`config.mk`:
```
export PLATFORM = sky130hd
export DESIGN_NAME = rr_stream_arbiter
export DESIGN_NICKNAME = d
export VERILOG_FILES = /design/src/rtl/rr_stream_arbiter_pkg.sv /design/src/rtl/priority_encoder.sv /design/src/rtl/rr_stream_arbiter.sv
export SDC_FILE = /design/constraint.sdc
export NUM_CORES = 1
export LEC_CHECK = 0
export BUFFER_PORTS_ARGS = -buffer_cell sky130_fd_sc_hd__buf_2
export CORE_MARGIN = 2
export CORE_UTILIZATION = 25
export CTS_CLUSTER_SIZE = 12
export DETAILED_ROUTE_END_ITERATION = 12
export PLACE_DENSITY = 0.62
export SLEW_MARGIN = 10
export SYNTH_ARGS = -nofsm -noshare
export SYNTH_HDL_FRONTEND = slang
export SYNTH_SLANG_ARGS = --single-unit
```
`constraint.sdc`:
```
create_clock -name clk -period 1.7 [get_ports clk]
set_input_delay 0 -clock clk [delete_from_list [all_inputs] [get_ports clk]]
set_output_delay 0 -clock clk [all_outputs]
set_load 0.02 [all_outputs]
```
`src/rtl/rr_stream_arbiter_pkg.sv`:
```
// rtl/rr_stream_arbiter_pkg.sv - shared types and defaults for the round-robin stream arbiter
package rr_stream_arbiter_pkg;

   typedef enum logic {
      ST_IDLE   = 1'b0,
      ST_LOCKED = 1'b1
   } arb_state_e;

   localparam int DEF_N  = 4;
   localparam int DEF_DW = 32;

endpackage

```
`src/rtl/priority_encoder.sv`:
```
// rtl/priority_encoder.sv - lowest-set-bit priority encoder
module priority_encoder #(
   parameter int W = 4
) (
   input  logic [W-1:0]         in_vec,
   output logic [$clog2(W)-1:0] idx,
   output logic                 valid
);

   localparam int IW = $clog2(W);

   // Scan downwards so the lowest set bit is the last assignment and wins.
   always_comb begin
      idx   = '0;
      valid = |in_vec;
      for (int i = W - 1; i >= 0; i--) begin
         if (in_vec[i]) idx = IW'(i);
      end
   end

endmodule

```
`src/rtl/rr_stream_arbiter.sv`:
```
// rtl/rr_stream_arbiter.sv - round-robin arbiter sharing one registered stream among N requesters
module rr_stream_arbiter
   import rr_stream_arbiter_pkg::*;
#(
   parameter int N  = DEF_N,
   parameter int DW = DEF_DW
) (
   input  logic                 clk,
   input  logic                 rst,
   input  logic [N-1:0]         req_valid,
   input  logic [N-1:0]         req_last,
   input  logic [N*DW-1:0]      req_data,
   output logic [N-1:0]         req_ready,
   output logic                 out_valid,
   input  logic                 out_ready,
   output logic [DW-1:0]        out_data,
   output logic                 out_last,
   output logic [$clog2(N)-1:0] out_src
);

   localparam int SW = $clog2(N);

   arb_state_e    state_q, state_d;
   logic [SW-1:0] ptr_q, ptr_d;
   logic [SW-1:0] lock_src_q, lock_src_d;
   logic          out_valid_q, out_valid_d;
   logic [DW-1:0] out_data_q, out_data_d;
   logic          out_last_q, out_last_d;
   logic [SW-1:0] out_src_q, out_src_d;

   logic [N-1:0]  hi;
   logic [SW-1:0] hi_idx, raw_idx, grant_idx;
   logic          hi_vld, raw_vld, grant_valid;
   logic          load, transfer;

   // Requesters strictly above the last winner get first pick.
   always_comb begin
      hi = '0;
      for (int i = 0; i < N; i++) begin
         hi[i] = req_valid[i] && (i > int'(ptr_q));
      end
   end

   priority_encoder #(.W(N)) u_enc_hi (
      .in_vec (hi),
      .idx    (hi_idx),
      .valid  (hi_vld)
   );

   priority_encoder #(.W(N)) u_enc_raw (
      .in_vec (req_valid),
      .idx    (raw_idx),
      .valid  (raw_vld)
   );

   always_comb begin
      grant_idx   = raw_idx;
      grant_valid = raw_vld;
      if (state_q == ST_LOCKED) begin
         grant_idx   = lock_src_q;
         grant_valid = req_valid[lock_src_q];
      end else if (hi_vld) begin
         grant_idx   = hi_idx;
         grant_valid = 1'b1;
      end
   end

   assign load     = !out_valid_q || out_ready;
   assign transfer = load && grant_valid;

   always_comb begin
      req_ready = '0;
      if (transfer && !rst) req_ready[grant_idx] = 1'b1;
   end

   always_comb begin
      state_d     = state_q;
      ptr_d       = ptr_q;
      lock_src_d  = lock_src_q;
      out_valid_d = out_valid_q;
      out_data_d  = out_data_q;
      out_last_d  = out_last_q;
      out_src_d   = out_src_q;
      if (load) begin
         out_valid_d = transfer;
         if (transfer) begin
            out_data_d = req_data[int'(grant_idx)*DW +: DW];
            out_last_d = req_last[grant_idx];
            out_src_d  = grant_idx;
            ptr_d      = grant_idx;
            if (req_last[grant_idx]) begin
               state_d = ST_IDLE;
            end else begin
               state_d    = ST_LOCKED;
               lock_src_d = grant_idx;
            end
         end
      end
   end

   always_ff @(posedge clk) begin
      if (rst) begin
         state_q     <= ST_IDLE;
         ptr_q       <= SW'(N - 1);
         lock_src_q  <= '0;
         out_valid_q <= 1'b0;
         out_data_q  <= '0;
         out_last_q  <= 1'b0;
         out_src_q   <= '0;
      end else begin
         state_q     <= state_d;
         ptr_q       <= ptr_d;
         lock_src_q  <= lock_src_d;
         out_valid_q <= out_valid_d;
         out_data_q  <= out_data_d;
         out_last_q  <= out_last_d;
         out_src_q   <= out_src_d;
      end
   end

   assign out_valid = out_valid_q;
   assign out_data  = out_data_q;
   assign out_last  = out_last_q;
   assign out_src   = out_src_q;

endmodule

```
Word-level counts from Yosys, hierarchy flattened
Index checks and enable logic that the tools add are counted.

storage, ports and cells
  output and inout bits = 40
  bits in registers = 41
  word-level logic and storage cells = 47
  input port bits = 139

operators by class
  bitwise operators = 1
  $lt $le $gt $ge = 6
  multiplexer cells = 19
  shift-type cells = 1
  reduce and logical (&&, ||, !) cells = 13

operators with widths
  operator            number
  $shiftx 128x8->32   1
  $mux 2              9
  $logic_and 1x1->1   6
  $lt 2x3->1 const B  2
  $mux 1              6
  $bmux 1 s2          2
  $gt 2x2->1 const A  2
  $mux 4              1
  $reduce_or 4->1     1
  $reduce_and 3->1    1
  $reduce_or 3->1     1
  $demux 1 s2         1
  $ge 2x1->1 const B  1
  $gt 1x2->1 const A  1
  $logic_not 1->1     2
  $reduce_and 2->1    1
  $logic_or 1x1->1    1
  $not 1->1           1

Logic depth before layout (Yosys ltp)
  depth after elaboration = 12
  depth in mapped cells = 8
  gate-level depth less buffers = 5

By module
A second synthesis with hierarchy kept.

second synthesis, totals
  cells, all modules = 180
  area total of the unflattened synthesis = 2408.6 um^2

modules (own cells, without submodules)
  module             sequential area each (um^2)  cells each  area an instance (um^2)  instances
  rr_stream_arbiter  820.8                        166         2338.5                   1
  priority_encoder   0.0                          7           35.0                     2

Least setup slack after synthesis
Ideal clock, no wire load.

  path kind = register to register
  start = register lock_src_q[1]
  end = register out_data_q[0] (netlist: out_data[0])
  cell stages (with the launch flop) = 7
  path slack = -0.131 ns
  clock period less this slack = 1.831 ns
  data required time = 1.572 ns
  path buffers = 1
  data arrival time = 1.703 ns
  setup time = 0.128 ns
  path through = dfxtp_1 -> mux4_2 -> mux2i_2 -> nor3b_4 -> nand2_4 -> buf_2 -> o221ai_2

on the way
  longest elaborated chain between the ends = 5
  elaborated cells between the ends (all ways) = 7
  classes of those cells = shift: 1; mux: 4; reduce/logical: 2

RTL lines
  element                                                    RTL line                  source
  start: declaration                                         rr_stream_arbiter.sv:25   logic [SW-1:0] lock_src_q, lock_src_d;
  start signal: assignment                                   rr_stream_arbiter.sv:113  lock_src_q <= lock_src_d;
  branches (longest 5 deep; another with $shiftx 128x8->32)  -
  end signal: assignment                                     rr_stream_arbiter.sv:115  out_data_q <= out_data_d;
  end: declaration                                           rr_stream_arbiter.sv:27   logic [DW-1:0] out_data_q, out_data_d;

Parallel ways; which one is timed is not known. The select of a mux whose other input is x is not followed.
A chain may end at the register's enable or synchronous reset.

Worst setup path after layout
  start = register state_q
  end = register out_data_q[27] (netlist: out_data[27])

on the way
  longest elaborated chain between the ends = 3
  elaborated cells between the ends (all ways) = 5
  classes of those cells = shift: 1; mux: 2; reduce/logical: 2

RTL lines
  element                                                    RTL line                  source
  start: declaration                                         rr_stream_arbiter.sv:23   arb_state_e state_q, state_d;
  start signal: assignment                                   rr_stream_arbiter.sv:111  state_q <= state_d;
  branches (longest 3 deep; another with $shiftx 128x8->32)  -

Parallel ways; which one is timed is not known.

==> impl_results.md <==
- Status: finished, violations left
- Failing checks: negative setup slack
- CP max stage delay: approximately 0.45 ns
- Commonest non-fill, non-tap cells in the layout: 174 x buf_2, 39 x dfxtp_1, 34 x o221ai_2
- Number of synthesized flops with an enable pin: 0
- Pwr Total: roughly 9.9 mW
- CP Capture Type: flop
- Post-synthesis sequential area ratio: a little under a third
- # nets final: roughly 630
- RR Startpoint: state_q$_SDFFE_PP0P_
- Ant. Diodes: 0
- CTS buffer count: 5
- Number of core rows: 37
- Pin count of the biggest net entering global routing: 24
- Static leakage: between 2 and 2.5 nW
- Max Freq: around 520 MHz
- Endpoints failing hold: 0
- Setup ws final: -0.227 ns
- Post-Synth XOR/XNOR Area: 0%
- Ys flop type: dfxtp_1
- Hold WC Path Type: in -> reg
- Max-slew violations: 0
- Slew margin rel.: between 70% and 80%
- Final setup violation count: 39
- Layout cell share with drive strength beyond 1: 74.4%
- Grt ovf: 0
- Antenna viol nets, final: 0
- Die W: 107 um
- Initial antenna violation count: 0
- DR WL/cell: roughly 17 um
- Drt drc: 0
- GPL Wtd Cong: about 0.8
- Startpoint types: flop
- Hpwl dp: around 6500 um
- FF-to-FF setup slack: -0.23 ns
- TritonCTS Sinks: approximately 40
- Yosys warnings: 0
- Synth Net Count: 392
- Post-layout minimum cycle time: slightly below 2 ns
- Area of the core: between 10000 and 15000 um2
- Finished Cell Area: between 5000 and 6000 um2
- Largest family of logic cells by synthesized area: multiplexers
- Yosys cell types: 39
- Simple-gate area share of the yosys netlist: about a tenth
- Crit path cell chain: buf_6 -> o41a_1 -> o31ai_4 -> buf_12 -> clkbuf_16 -> mux2i_2 -> o221ai_2
- Layout area overhead: 96.2%
- Die area: 11500 um2
- CTS tree: yes
- Total number of vias: between 2000 and 3000
- Utilization after layout: around half
- # IOs: between 150 and 200
- Worst-path clk slew: roughly 0.10 ns
- Overall routing resource usage: between 10% and 20%
- DRT iter0 DRCs: 75
- Max H-tree Level: 2
- Pwr Density: 1900 nW/um2
- Slew @ Worst Pin: 0.363 ns
- Multi-input gate area: roughly 2200 um2
- Initial Util: about a quarter
- Routed wire length: 10400 um
- Filler instances: 890
- Setup crit start: state_q$_SDFFE_PP0P_
- Mean Syn Cell Area: between 10 and 15 um2
- Post-synthesis compound-gate area fraction: about a quarter
- Peak VDD IR: about 0.90 mV
- Worst reg-to-reg path cell count: 7
- Clk_lat worst skew: about 0.30 ns
- CP endpoint: out_data[27]$_SDFFE_PP0P_
- First-pass GRT wire length: 14300 um
- Cells after DPL: between 500 and 600
- WP data arrival: around 2.1 ns
- Non-filler cells, final: 625
- Final period util: 113%
- Synthesized flop and latch total: between 40 and 50
- Setup CP Type: reg -> reg
- Area after DPL: between 3000 and 4000 um2
- Synth Instances: roughly 250
- R2r endpoint: out_data[27]$_SDFFE_PP0P_
- CP Max Fanout: 11
- Max cap viols: 0
- RSZ-0062 raised after global routing: true
- Area share of fa/ha/maj cells after synthesis: 0%
- Vias in the first global route: around 3000
- Clock Skew: approximately 0.013 ns
- Mux share of post-synthesis cell area: 27.6%
- Hold_ws: 0.000358 ns
- DRT Pass-1 Iters: 4
- # port buffers: around 180
- Critical path's slowest cell: o41a_1
- Vert. Die Dim: ~110 um
- Cell Area, Synth: 2670 um2
- Vias per inst: ~4.8
- FF/Latch Area: about 800 um2
- Bufs on Longest Clock Path: 2
- Clk root buf: clkbuf_8
- Most common cell after layout, fill and taps aside: buf_2
- FFs w/ async S/R, synth: 0%
- Worst Path Required: roughly 1.9 ns
-- cell type report --
cell class              instances  area share [%]
well taps                     136            3.26
clock inverters                 1          0.0957
multi-input cells             188            42.7
clock buffers                   7            1.84
repair buffers                247            36.0
flip-flops and latches         41            15.7
inverters                       5           0.359
-- state kept, by name, indices dropped and copies added (netlist names) --
name	flops
out_valid	1
out_data	32
state_q	1
out_src	2
out_last	1
lock_src_q	2
ptr_q	2
-- logic make-up after synthesis --
logic type / Yosys count
muxes: 71
AOI/OAI and AO/OA: 59
buffers and inverters: 24
and+or+nand+nor: 58
DFF: 41
-- worst min path at each step --
stage / start / endpoint / slack (ns) / cells past startpoint
after global routing: req_data[105] / out_data[9]$_SDFFE_PP0P_ / 0.001 / 3
after detailed placement: req_data[101] / out_data[5]$_SDFFE_PP0P_ / 0.32 / 3
after global placement: req_data[107] / out_data[11]$_SDFFE_PP0P_ / 0.31 / 3
final: req_data[105] / out_data[9]$_SDFFE_PP0P_ / 0.0004 / 3
after CTS: req_data[86] / out_data[22]$_SDFFE_PP0P_ / 0.0007 / 3
after floorplan: req_last[2] / out_last$_SDFFE_PP0P_ / 0.22 / 2
-- where the power goes --
part / internal, mW / switching [mW] / total [mW]
logic: 4.04 / 3.40 / 7.44
clock network: 0.368 / 0.380 / 0.748
registers: 1.43 / 0.318 / 1.74
total: 5.83 / 4.10 / 9.93
-- synthesized netlist by cell type (2+ instances only) --
library cell	n	area share, %
dfxtp_1	41	31
buf_4	8	2.3
o221ai_1	9	3.0
mux2i_1	66	25
inv_1	5	0.70
buf_2	2	0.38
nand2_4	2	0.85
o221ai_2	27	15
nand2_1	37	5.2
a21oi_1	7	1.3
nand2b_1	5	1.2
a211oi_1	3	0.85
a21o_1	2	0.56
nor2_1	8	1.1
buf_6	7	3.0
-- through the flow --
step,setup WS (ns),TNS (ns)
global route,-0.285,-9.50
finish,-0.227,-7.27
global placement,-0.303,-9.54
detailed placement,-0.419,-12.35
CTS,-0.237,-7.45
floorplan,-0.0383,-1.16
-- repair_timing --
| action | in CTS | in global routing |
|---|---|---|
| endpoints found under the setup margin | 41 | 42 |
| buffers inserted | 12 | 2 |
| hold buffers | 13 | 4 |
| cloned | 5 | 6 |
| endpoints found under the hold margin | 8 | 4 |
| pin swaps | 11 | 14 |
| gates resized for setup | 64 | 92 |
-- worst max-delay path: cells and delay by family, from the launching register on --
kind                   cells  cell delay (ns)
AO/OA/AOI/OAI              3             0.67
buffers and inverters      3             0.54
flip-flops                 1             0.35
multiplexers               1             0.24
-- per-layer routing --
| metal | part of all wire [%] | routed length (um) | up-vias | GRT usage (%) |
|---|---|---|---|---|
| met5 | 0 | 0 | - | 0 |
| met4 | 1.9 | 198 | 0 | 5.38 |
| met3 | 5.4 | 565 | 19 | 3.69 |
| met2 | 55 | 5690 | 115 | 29.7 |
| met1 | 38 | 3940 | 1415 | 17.1 |
| li1 | - | - | 1448 | - |
No activity file was read; power rests on OpenSTA's default activity.
